`config.mk`:
```
export PLATFORM = sky130hd
export DESIGN_NAME = shift_add_mult_ctrl
export DESIGN_NICKNAME = d
export VERILOG_FILES = /design/src/rtl/shift_add_mult_ctrl.sv
export SDC_FILE = /design/constraint.sdc
export NUM_CORES = 1
export LEC_CHECK = 0
export CAP_MARGIN = 20
export CORE_UTILIZATION = 45
export CTS_BUF_LIST = sky130_fd_sc_hd__clkbuf_16
export DETAILED_ROUTE_END_ITERATION = 10
export GPL_TIMING_DRIVEN = 0
export PLACE_DENSITY = 0.74
export RECOVER_POWER = 50
export SYNTH_ARGS = -nofsm -noshare
export SYNTH_HDL_FRONTEND = slang
export SYNTH_SLANG_ARGS = --single-unit
```
`constraint.sdc`:
```
create_clock -name clk -period 2.9 [get_ports clk]
set_clock_uncertainty 0.2 [all_clocks]
set_input_delay 0.725 -clock clk [delete_from_list [all_inputs] [get_ports clk]]
set_output_delay 0.725 -clock clk [all_outputs]
set_load 0.1 [all_outputs]
```
`src/rtl/shift_add_mult_ctrl.sv`:
```
// Sequential unsigned shift-and-add multiplier reusing one WIDTH-bit ripple adder.
// Optional MULT_ZERO_SKIP_EN: zero operands bypass the RUN phase and finish in one edge.

module shift_add_mult_rca #(
  parameter int W = 4
) (
  input  logic [W-1:0] a,
  input  logic [W-1:0] b,
  input  logic         ci,
  output logic [W-1:0] s,
  output logic         co
);
  logic [W:0] c;

  assign c[0] = ci;
  for (genvar i = 0; i < W; i++) begin : g_fa
    assign s[i]   = a[i] ^ b[i] ^ c[i];
    assign c[i+1] = (a[i] & b[i]) | (c[i] & (a[i] ^ b[i]));
  end
  assign co = c[W];
endmodule

module shift_add_mult_ctrl #(
  parameter int WIDTH = 4
) (
  input  logic               clk,
  input  logic               rst,
  input  logic               start,
  input  logic [WIDTH-1:0]   A,
  input  logic [WIDTH-1:0]   B,
  output logic               busy,
  output logic               done,
  output logic [2*WIDTH-1:0] P
);
  localparam int CW = $clog2(WIDTH) + 1;

  typedef enum logic [1:0] {IDLE, RUN, DONE} state_t;

  state_t             state_q, state_d;
  logic [WIDTH-1:0]   m_q, m_d;
  logic [WIDTH-1:0]   acc_q, acc_d;
  logic [WIDTH-1:0]   q_q, q_d;
  logic [CW-1:0]      cnt_q, cnt_d;
  logic [2*WIDTH-1:0] p_q, p_d;

  logic [WIDTH-1:0]   addend;
  logic [WIDTH-1:0]   sum;
  logic               carry;

  assign addend = q_q[0] ? m_q : '0;

  shift_add_mult_rca #(.W(WIDTH)) u_add (
    .a  (acc_q),
    .b  (addend),
    .ci (1'b0),
    .s  (sum),
    .co (carry)
  );

  always_comb begin
    state_d = state_q;
    m_d     = m_q;
    acc_d   = acc_q;
    q_d     = q_q;
    cnt_d   = cnt_q;
    p_d     = p_q;
    unique case (state_q)
      IDLE: begin
        if (start) begin
          m_d     = A;
          q_d     = B;
          acc_d   = '0;
          cnt_d   = CW'(WIDTH);
          state_d = RUN;
`ifdef MULT_ZERO_SKIP_EN
          if ((A == '0) || (B == '0)) begin
            state_d = DONE;
            p_d     = '0;
          end
`endif
        end
      end
      RUN: begin
        // carry-out becomes the new ACC MSB, so the product never truncates
        acc_d = {carry, sum[WIDTH-1:1]};
        q_d   = {sum[0], q_q[WIDTH-1:1]};
        cnt_d = cnt_q - CW'(1);
        if (cnt_q == CW'(1)) begin
          state_d = DONE;
          p_d     = {acc_d, q_d};
        end
      end
      DONE: begin
        state_d = IDLE;
      end
      default: begin
        state_d = IDLE;
      end
    endcase
  end

  always_ff @(posedge clk) begin
    if (rst) begin
      state_q <= IDLE;
      m_q     <= '0;
      acc_q   <= '0;
      q_q     <= '0;
      cnt_q   <= '0;
      p_q     <= '0;
    end else begin
      state_q <= state_d;
      m_q     <= m_d;
      acc_q   <= acc_d;
      q_q     <= q_d;
      cnt_q   <= cnt_d;
      p_q     <= p_d;
    end
  end

  assign busy = (state_q != IDLE);
  assign done = (state_q == DONE);
  assign P    = p_q;
endmodule
```
* Word level (Yosys, flattened, before mapping)
Cells that the tools add are included.
** Storage, ports and cells
- Flip-flop bits (word level) :: 25
- Bits in latches :: 0
- Bits in writable memories :: 0
- ROM bits :: 0
- Bits of input ports :: 11
- Output and inout port bits :: 10
- Word-level logic and storage cells :: 46
- Memories kept :: 0
** Operators by class
- Add/subtract/negate cells :: 1
- Multiply operators :: 0
- Divide/modulo/power cells :: 0
- $lt $le $gt $ge :: 0
- Equal/unequal tests :: 5
- Shift-type cells :: 0
- Mux-type cells :: 10
- Bitwise gates (word level) :: 17
- Reductions and logical operators :: 7
** Operators with widths (count)
- $pmux W4 S2 :: 2
- $mux W4 :: 3
- $reduce_and A2 Y1 :: 4
- $and A1 B1 Y1 :: 7
- $xor A1 B1 Y1 :: 7
- $pmux W3 S2 :: 1
- $mux W2 :: 2
- $ne A2 B2 Y1 const B :: 2
- $pmux W2 S2 :: 1
- $reduce_bool A2 Y1 :: 2
- $eq A3 B1 Y1 const B :: 1
- $mux W3 :: 1
- $or A1 B1 Y1 :: 3
- $sub A3 B1 Y3 const B :: 1
- $eq A2 B1 Y1 const B :: 1
- $eq A2 B2 Y1 const B :: 1
- $logic_not A2 Y1 :: 1

* Longest topological paths before layout
Gate-level depths: netlist (run 1).
- Word-level depth :: 9
- Depth in mapped cells :: 10

* Modules after synthesis
A second synthesis (run 1) with hierarchy kept.
** Unflattened totals
- Cell total of the unflattened synthesis :: 126
- Area, all modules :: 1217.4 um^2
** By module, submodules not included
- shift_add_mult_ctrl :: instances 1, cells an instance 112, area an instance 1099.8 um^2, seq. area each 500.5 um^2
- shift_add_mult_rca :: instances 1, cells an instance 14, area an instance 117.6 um^2, seq. area each 0.0 um^2

* Least setup slack after synthesis (run 1)
Ideal clock, no wire load.
- Path type :: reg2out
- From :: register state_q[0]
- To :: output port done
- Arrival :: 1848 ps
- Data required time :: 1975 ps
- Path slack :: 127 ps
- Stages on the path, launching flop included :: 4
- Path buffers :: 2
- Cell sequence :: dfxtp_1 clkbuf_2 buf_4 nor2_1
** Between the ends
- Cells in the longest elaborated chain, start to end :: 1
** RTL lines
- start: declaration :: line 39 : state_t state_q, state_d;
- start signal: assignment :: line 111 : state_q <= state_d;
- $eq A2 B2 Y1 :: line 121 : assign done = (state_q == DONE);
- end: declaration :: line 32 : output logic done,
Every way passes these cells.

* Final worst setup path (run 1)
- From :: register state_q[0]
- To :: output port busy
** Between the ends
- Cells in the longest elaborated chain, start to end :: 1
** RTL lines
- $reduce_bool A2 Y1 :: line 120 : assign busy = (state_q != IDLE);
- end: declaration :: line 31 : output logic busy,
Every way passes these cells.

==> results by group, run 1 <==
Global route
  • Initial antenna violation count: 0
  • Largest net degree at the start of global routing: 14
  • Total Routing Usage GR: between 10% and 20%
  • First-pass GRT wire length: around 3.7 mm
  • Total gr overflow: 0
  • Vias in the first global route: 847

Floorplan
  • Die Width: ~52 um
  • Initial core utilization: 49.8%
  • Core box area: ~0.0023 mm2
  • Die Footprint: between 0.002 and 0.003 mm2
  • Die height: around 52 um
  • # IOs: 21
  • Cell row count: 17

Clocking
  • Worst-path clk slew: 0.06 ns
  • TritonCTS buffer count: 3
  • # clock sinks: 25
  • # Post-CTS Setup Buffers: 0
  • CTS Hold Bufs: 0
  • Buffer depth of the longest clock path: 2
  • CTS tree: built
  • CTS root buf: clkbuf_16
  • H-tree Lvls: 1
  • Worst-Skew Late Latency: 0.26 ns

Logic synthesis
  • Simple-Gate Fraction of Synth Area: between 15 and 20%
  • Synth top area share: a little over two fifths
  • Top post-synthesis cells by count: dfxtp_1, nor2_1, mux2i_1
  • Synth Area in XOR/XNOR: 0%
  • Flops & latches, synth: 25
  • Post-synthesis mux area share: 11.4%
  • Dominant synthesized flop cell: dfxtp_1
  • Asr flop ratio synth: 0%
  • Top post-synthesis cells by area: dfxtp_1, mux2i_1, nor2_1
  • Mean area per synthesized cell: 10.2 um2
  • Synth Area in Adders: under 10%
  • Largest family of logic cells by synthesized area: simple AND/OR/NAND/NOR gates
  • Post-synth EDFFs: 0
  • Cell variety after synth: 32
  • Mapped cell area: ~0.0011 mm2
  • Post-synth top area cell: dfxtp_1
  • Seq/Total Area, Yosys: a little over two fifths
  • Synth Instances: roughly 110
  • Synthesis warning total: 0
  • Synth Area in Compound Gates: ~14%
  • Dominant cell by count in the synthesized netlist: dfxtp_1
  • Post-Synthesis Net Count: approximately 130

Finish
  • Fin area: roughly 0.0014 mm2
  • FF/Latch Area: approximately 500 um2
  • Ant. Diodes: 0
  • Layout cells sized above 1: between 8 and 9%
  • Filler cells: around 210
  • Area grow syn2layout: 23.4%
  • Post-route non-filler standard cell count: approximately 160
  • Multi-input logic area: around 540 um2
  • # nets final: between 150 and 200

Place
  • Buffers on Ports: 19
  • Hpwl dp: approximately 1.6 mm
  • Dpl cell area: between 0.001 and 0.0015 mm2
  • Inst Count DP: 159
  • GP Congestion: between 0.7 and 0.8

Drt
  • Vias per Instance: 5.12
  • Routed Antenna Nets: 0
  • Via count: about 840
  • DRT iter0 DRCs: 2
  • Average wire per standard cell: approximately 14 um
  • # DRC: 0
  • Initial DRT Pass Iterations: 4
  • WL final: approximately 2.2 mm

Worst setup path
  • Critical Path RT: 1.98 ns
  • Crit. End Element: output port
  • Critical Path Source Type: flip-flop
  • Crit path max-delay cell type: clkdlybuf4s15_1
  • R2R Path Start: q_q[0]
  • Worst Setup SP: state_q[0]
  • Top Family by Delay on Critical Path: buffers and inverters
  • Crit path arrival time: 1.88 ns
  • CP Cell Sequence: clkbuf_2 > buf_4 > or2_2 > clkdlybuf4s15_1
  • CP Buf/Inv Count: 3
  • CP peak stage delay: 0.72 ns
  • Critical path class: reg2out
  • Crit Path Max Fanout: 10

Timing
  • RSZ-0062 raised after global routing: false
  • Max-slew violation count: 0
  • Fin crit share: 96.8%
  • Worst-Margin Slew: 0.968 ns
  • Worst slew margin: 35.3%
  • Minimum clock period: 2.81 ns
  • Achievable Freq: around 360 MHz
  • Setup TNS: 0 ns
  • Hold slack final: a little under 0.3 ns
  • Setup-failing EPs final: 0
  • Hold Violations, Final: 0

Power
  • LEAKAGE: between 0.5 and 0.6 nW
  • VDD IR-drop max: approximately 0.00032 V
  • PwrDens: roughly 560 mW/mm2

Min path
  • Hold Path Class: reg2reg
  • Min-delay src: acc_q[3]

Job
  • Max-cap viol count: 0

Run status
  • Status: finished clean
## sequential cells by signal, summed over array words and instances, names as in the netlist
| name | cells |
|---|---|
| q_q | 4 |
| cnt_q | 3 |
| m_q | 4 |
| P | 8 |
| state_q | 2 |
| acc_q | 4 |
## what timing repair did
action	4_1_cts	5_1_grt
setup endpoints to repair	2	1
cloned	0	0
gates resized for setup	2	1
## worst register-to-register path, delay by kind of cell (launching register included)
kind,cells,cell delay [ns]
AO/OA/AOI/OAI,1,0.20
adder cells (fa/ha/maj),4,1.18
buffers and inverters,3,0.17
flip-flops,1,0.40
AND/OR/NAND/NOR,2,0.20
## path summary, 6_finish.rpt
kind              endpoint  slack [ns]  depth (start not counted)
setup / recovery      busy        0.09                          4
hold / removal    acc_q[3]        0.30                          2
setup reg to reg  acc_q[2]        0.43                         10
hold reg to reg   acc_q[3]        0.30                          2
## power by group
group          switching [mW]  internal (mW)  total, mW
registers              0.0120          0.360      0.372
clock network           0.117          0.184      0.301
logic                  0.0694         0.0483      0.118
## layout make-up
type                            count  share of cell area (%)
Sequential cell                    25                    35.4
Inverter                            9                    2.39
Clock buffer                        3                    5.31
Timing Repair Buffer               19                    13.4
Buffer                              7                    2.21
Tap cell                           28                    2.48
Multi-Input combinational cell     71                    38.5
Clock inverter                      1                   0.266
## metrics by stage
stage                     setup WS, ns  power [mW]  utilization, %
after CTS                       0.0494       0.799            63.0
after floorplan                  0.127       0.467               -
after detailed placement        0.0434       0.504            59.6
after global placement          0.0602       0.498            59.6
after global routing            0.0416       0.818            61.5
final                           0.0934       0.791            61.5
## routing by layer
metal	up-vias	GRT usage (%)	wire [um]
met3	5	4.35	55
met4	0	7.89	36
met1	393	22.7	1060
met2	13	31.4	1050
li1	424	-	-
met5	-	0	0
## cell families (layout without fill, tap and decap cells)
group                    Yosys count  count (layout)
adder cells (fa/ha/maj)            6               6
flip-flops                        25              25
multiplexers                      13              13
AO/OA/AOI/OAI                     18              18
AND/OR/NAND/NOR                   34              34
buffers and inverters             16              39
## cells in the final DEF (no fill, tap or decap), types with 2 or more instances in the layout
master and n:
dfxtp_1 25, nor2_1 19, clkdlybuf4s50_1 16, mux2i_1 13
inv_1 10, a211oi_1 5, clkbuf_1 4, a2bb2oi_1 4
nand2_1 3, nor2_2 3, fa_1 3, ha_1 3
clkbuf_16 3, and2_1 2, a211oi_2 2
Power figures use the tool's default switching activity.
==> run 2, diff against run 1 <==
CTS_CLUSTER_SIZE = 14   (was unset)
clock period = 2.85 ns   (was 2.9 ns; I/O delays follow)
==> run 2 against run 1 <==
Compared with the run above:
- critical path depth stayed put
- critical path type unchanged
- register-to-register slack lost 0.05 ns
- count of clock-buffer cells in the layout unchanged
- highest routed layer unchanged
- sequential power rose by 2%
- global-route usage is the same
- first-iteration DRC count unchanged
- core utilization fell by 0.22 points
- clock power grew 2%
==> results by group, run 2 (synthesized netlist as in run 1, its figures left out) <==
Run status
  • Status: finished clean

Worst setup path
  • Crit path arrival time: 1.83 ns (-0.05 ns)
  • Crit. End Element: output port
  • Critical Path RT: 1.94 ns (-0.04 ns)
  • Crit Path Max Fanout: 10 (unchanged)
  • Critical Path Source Type: flip-flop
  • Critical path class: reg2out

Global route
  • First-pass GRT wire length: 3.67 mm (unchanged)
  • Total Routing Usage GR: 18.7% (unchanged)
  • Total gr overflow: 0 (unchanged)
  • Initial antenna violation count: 0 (unchanged)
  • Largest net degree at the start of global routing: 14 (unchanged)
  • Vias in the first global route: 847 (unchanged)

Power
  • Clock power frac: 38.1% (about the same)
  • Switching pwr: 0.202 mW (+1.8%)
  • LEAKAGE: 0.539 nW (about the same)
  • VDD IR-drop max: 0.000325 V (+1.7%)
  • P_int: 0.603 mW (+1.6%)
  • Sw Share: 25.1% (about the same)
  • PwrDens: 571 mW/mm2 (+2.0%)
  • Share of power burned in registers: 47.1% (about the same)
  • Combinational share of power: 14.8% (about the same)

Floorplan
  • # IOs: 21 (unchanged)
  • Cell row count: 17 (unchanged)
  • Die height: 52.4 um (unchanged)
  • Die Footprint: 0.00275 mm2 (unchanged)
  • Initial core utilization: 49.8% (unchanged)
  • Die Width: 52.4 um (unchanged)
  • Core box area: 0.00230 mm2 (unchanged)

Drt
  • Via count: 835 (unchanged)
  • # DRC: 0 (unchanged)
  • Initial DRT Pass Iterations: 4 (unchanged)
  • WL final: 2.21 mm (+0.14%)
  • DRT iter0 DRCs: 2 (unchanged)
  • Vias per Instance: 5.12 (unchanged)
  • Routed Antenna Nets: 0 (unchanged)
  • Average wire per standard cell: 13.6 um (+0.14%)

Finish
  • Number of flip-flops in the largest register: 8 (unchanged)
  • Area grow syn2layout: 23.0%
  • Most frequent cells in the layout: dfxtp_1, nor2_1, clkdlybuf4s50_1
  • Ant. Diodes: 0 (unchanged)
  • Commonest non-fill, non-tap cell in the layout: dfxtp_1
  • Post-route non-filler standard cell count: 163 (unchanged)
  • # nets final: 153 (unchanged)
  • Layout cells sized above 1: 9.63% (+0.74 points)
  • Filler cells: 213 (+0.47%)

Min path
  • Hold Path Class: reg2reg

Clocking
  • CTS tree: built
  • Worst-Skew Late Latency: 0.26 ns (about the same)
  • CTS root buf: clkbuf_16
  • Buffer depth of the longest clock path: 2 (unchanged)
  • H-tree Lvls: 1 (unchanged)
  • # clock sinks: 25 (unchanged)
  • Worst-path clk slew: 0.06 ns (about the same)
  • CTS Hold Bufs: 0 (unchanged)
  • TritonCTS buffer count: 3 (unchanged)

Timing
  • Fin crit share: 96.1%
  • RSZ-0062 raised after global routing: false
  • Max-slew violation count: 0 (unchanged)
  • Worst slew margin: 35.3% (unchanged)
  • Worst-Margin Slew: 0.968 ns (unchanged)
  • Achievable Freq: around 370 MHz
  • Setup TNS: 0 ns (unchanged)
  • Minimum clock period: approximately 2.7 ns
  • Hold Violations, Final: 0 (unchanged)
  • Setup-failing EPs final: 0 (unchanged)

Place
  • Buffers on Ports: 19 (unchanged)
  • GP Congestion: 0.734 (unchanged)
  • Hpwl dp: 1.63 mm (unchanged)
  • Inst Count DP: 159 (unchanged)

Job
  • Max-cap viol count: 0 (unchanged)
run 2: path summary, 6_finish.rpt:
kind | depth (start not counted) | end | from | slack, ns
max | 4 | done | state_q[0] | 0.11
min reg2reg | 2 | acc_q[3] | acc_q[3] | 0.30
min | 2 | acc_q[3] | acc_q[3] | 0.30
max reg2reg | 10 | acc_q[2] | q_q[0] | 0.38
run 2: power by group through the flow:
stage	combinational, mW	sequential, mW	clock, mW
floorplan	0.0785	0.397	0
global placement	0.121	0.385	0
detailed placement	0.126	0.386	0
CTS	0.125	0.379	0.309
global route	0.130	0.381	0.321
finish	0.119	0.379	0.306
run 2: layout make-up:
cell class | count | area, um2 | area share, %
tap | 28 | 35.0 | 2.49
clock buffer | 3 | 75.1 | 5.33
inverter | 9 | 33.8 | 2.40
buffer | 7 | 31.3 | 2.22
clock inverter | 1 | 3.75 | 0.267
multi-input combinational | 71 | 544 | 38.7
sequential | 25 | 500 | 35.6
timing repair buffer | 19 | 184 | 13.1
run 2: per-stage QoR:
stage	hold WS, ns	instance area (um2)	setup WS, ns	utilization [%]	total power [mW]
3_5_place_dp	0.279	1370	0.00586	59.6	0.512
3_3_place_gp	0.259	1370	0.0227	59.6	0.507
4_1_cts	0.295	1450	0.0119	63.0	0.814
5_1_grt	0.315	1410	0.0305	61.3	0.831
2_1_floorplan	0.249	1140	0.0894	-	0.475
6_report	0.296	1410	0.111	61.3	0.804
run 2: timing repair:
| action | in CTS | in global routing |
|---|---|---|
| setup buffers | 0 | 0 |
| setup endpoints to repair | 2 | 1 |
| gates resized for setup | 2 | 2 |
run 2: critical path, cell delays in order (launching register included):
cell	delay (ns)
dfxtp_1	0.29
clkbuf_2	0.14
buf_4	0.20
nor2_1	0.08
dlygate4sd2_1	0.85
run 2: metal layers:
metal,share of wire (%),global-route usage (%)
met5,0,0
met1,48,22.7
met2,48,31.4
met4,1.6,7.89
met3,2.5,4.35
==> run 3, diff against run 2 <==
ABC_CLOCK_PERIOD_IN_PS = 2850   (was unset)
==> results of run 3 <==
No change in the layout: final DEF, timing and power equal those of run 2.
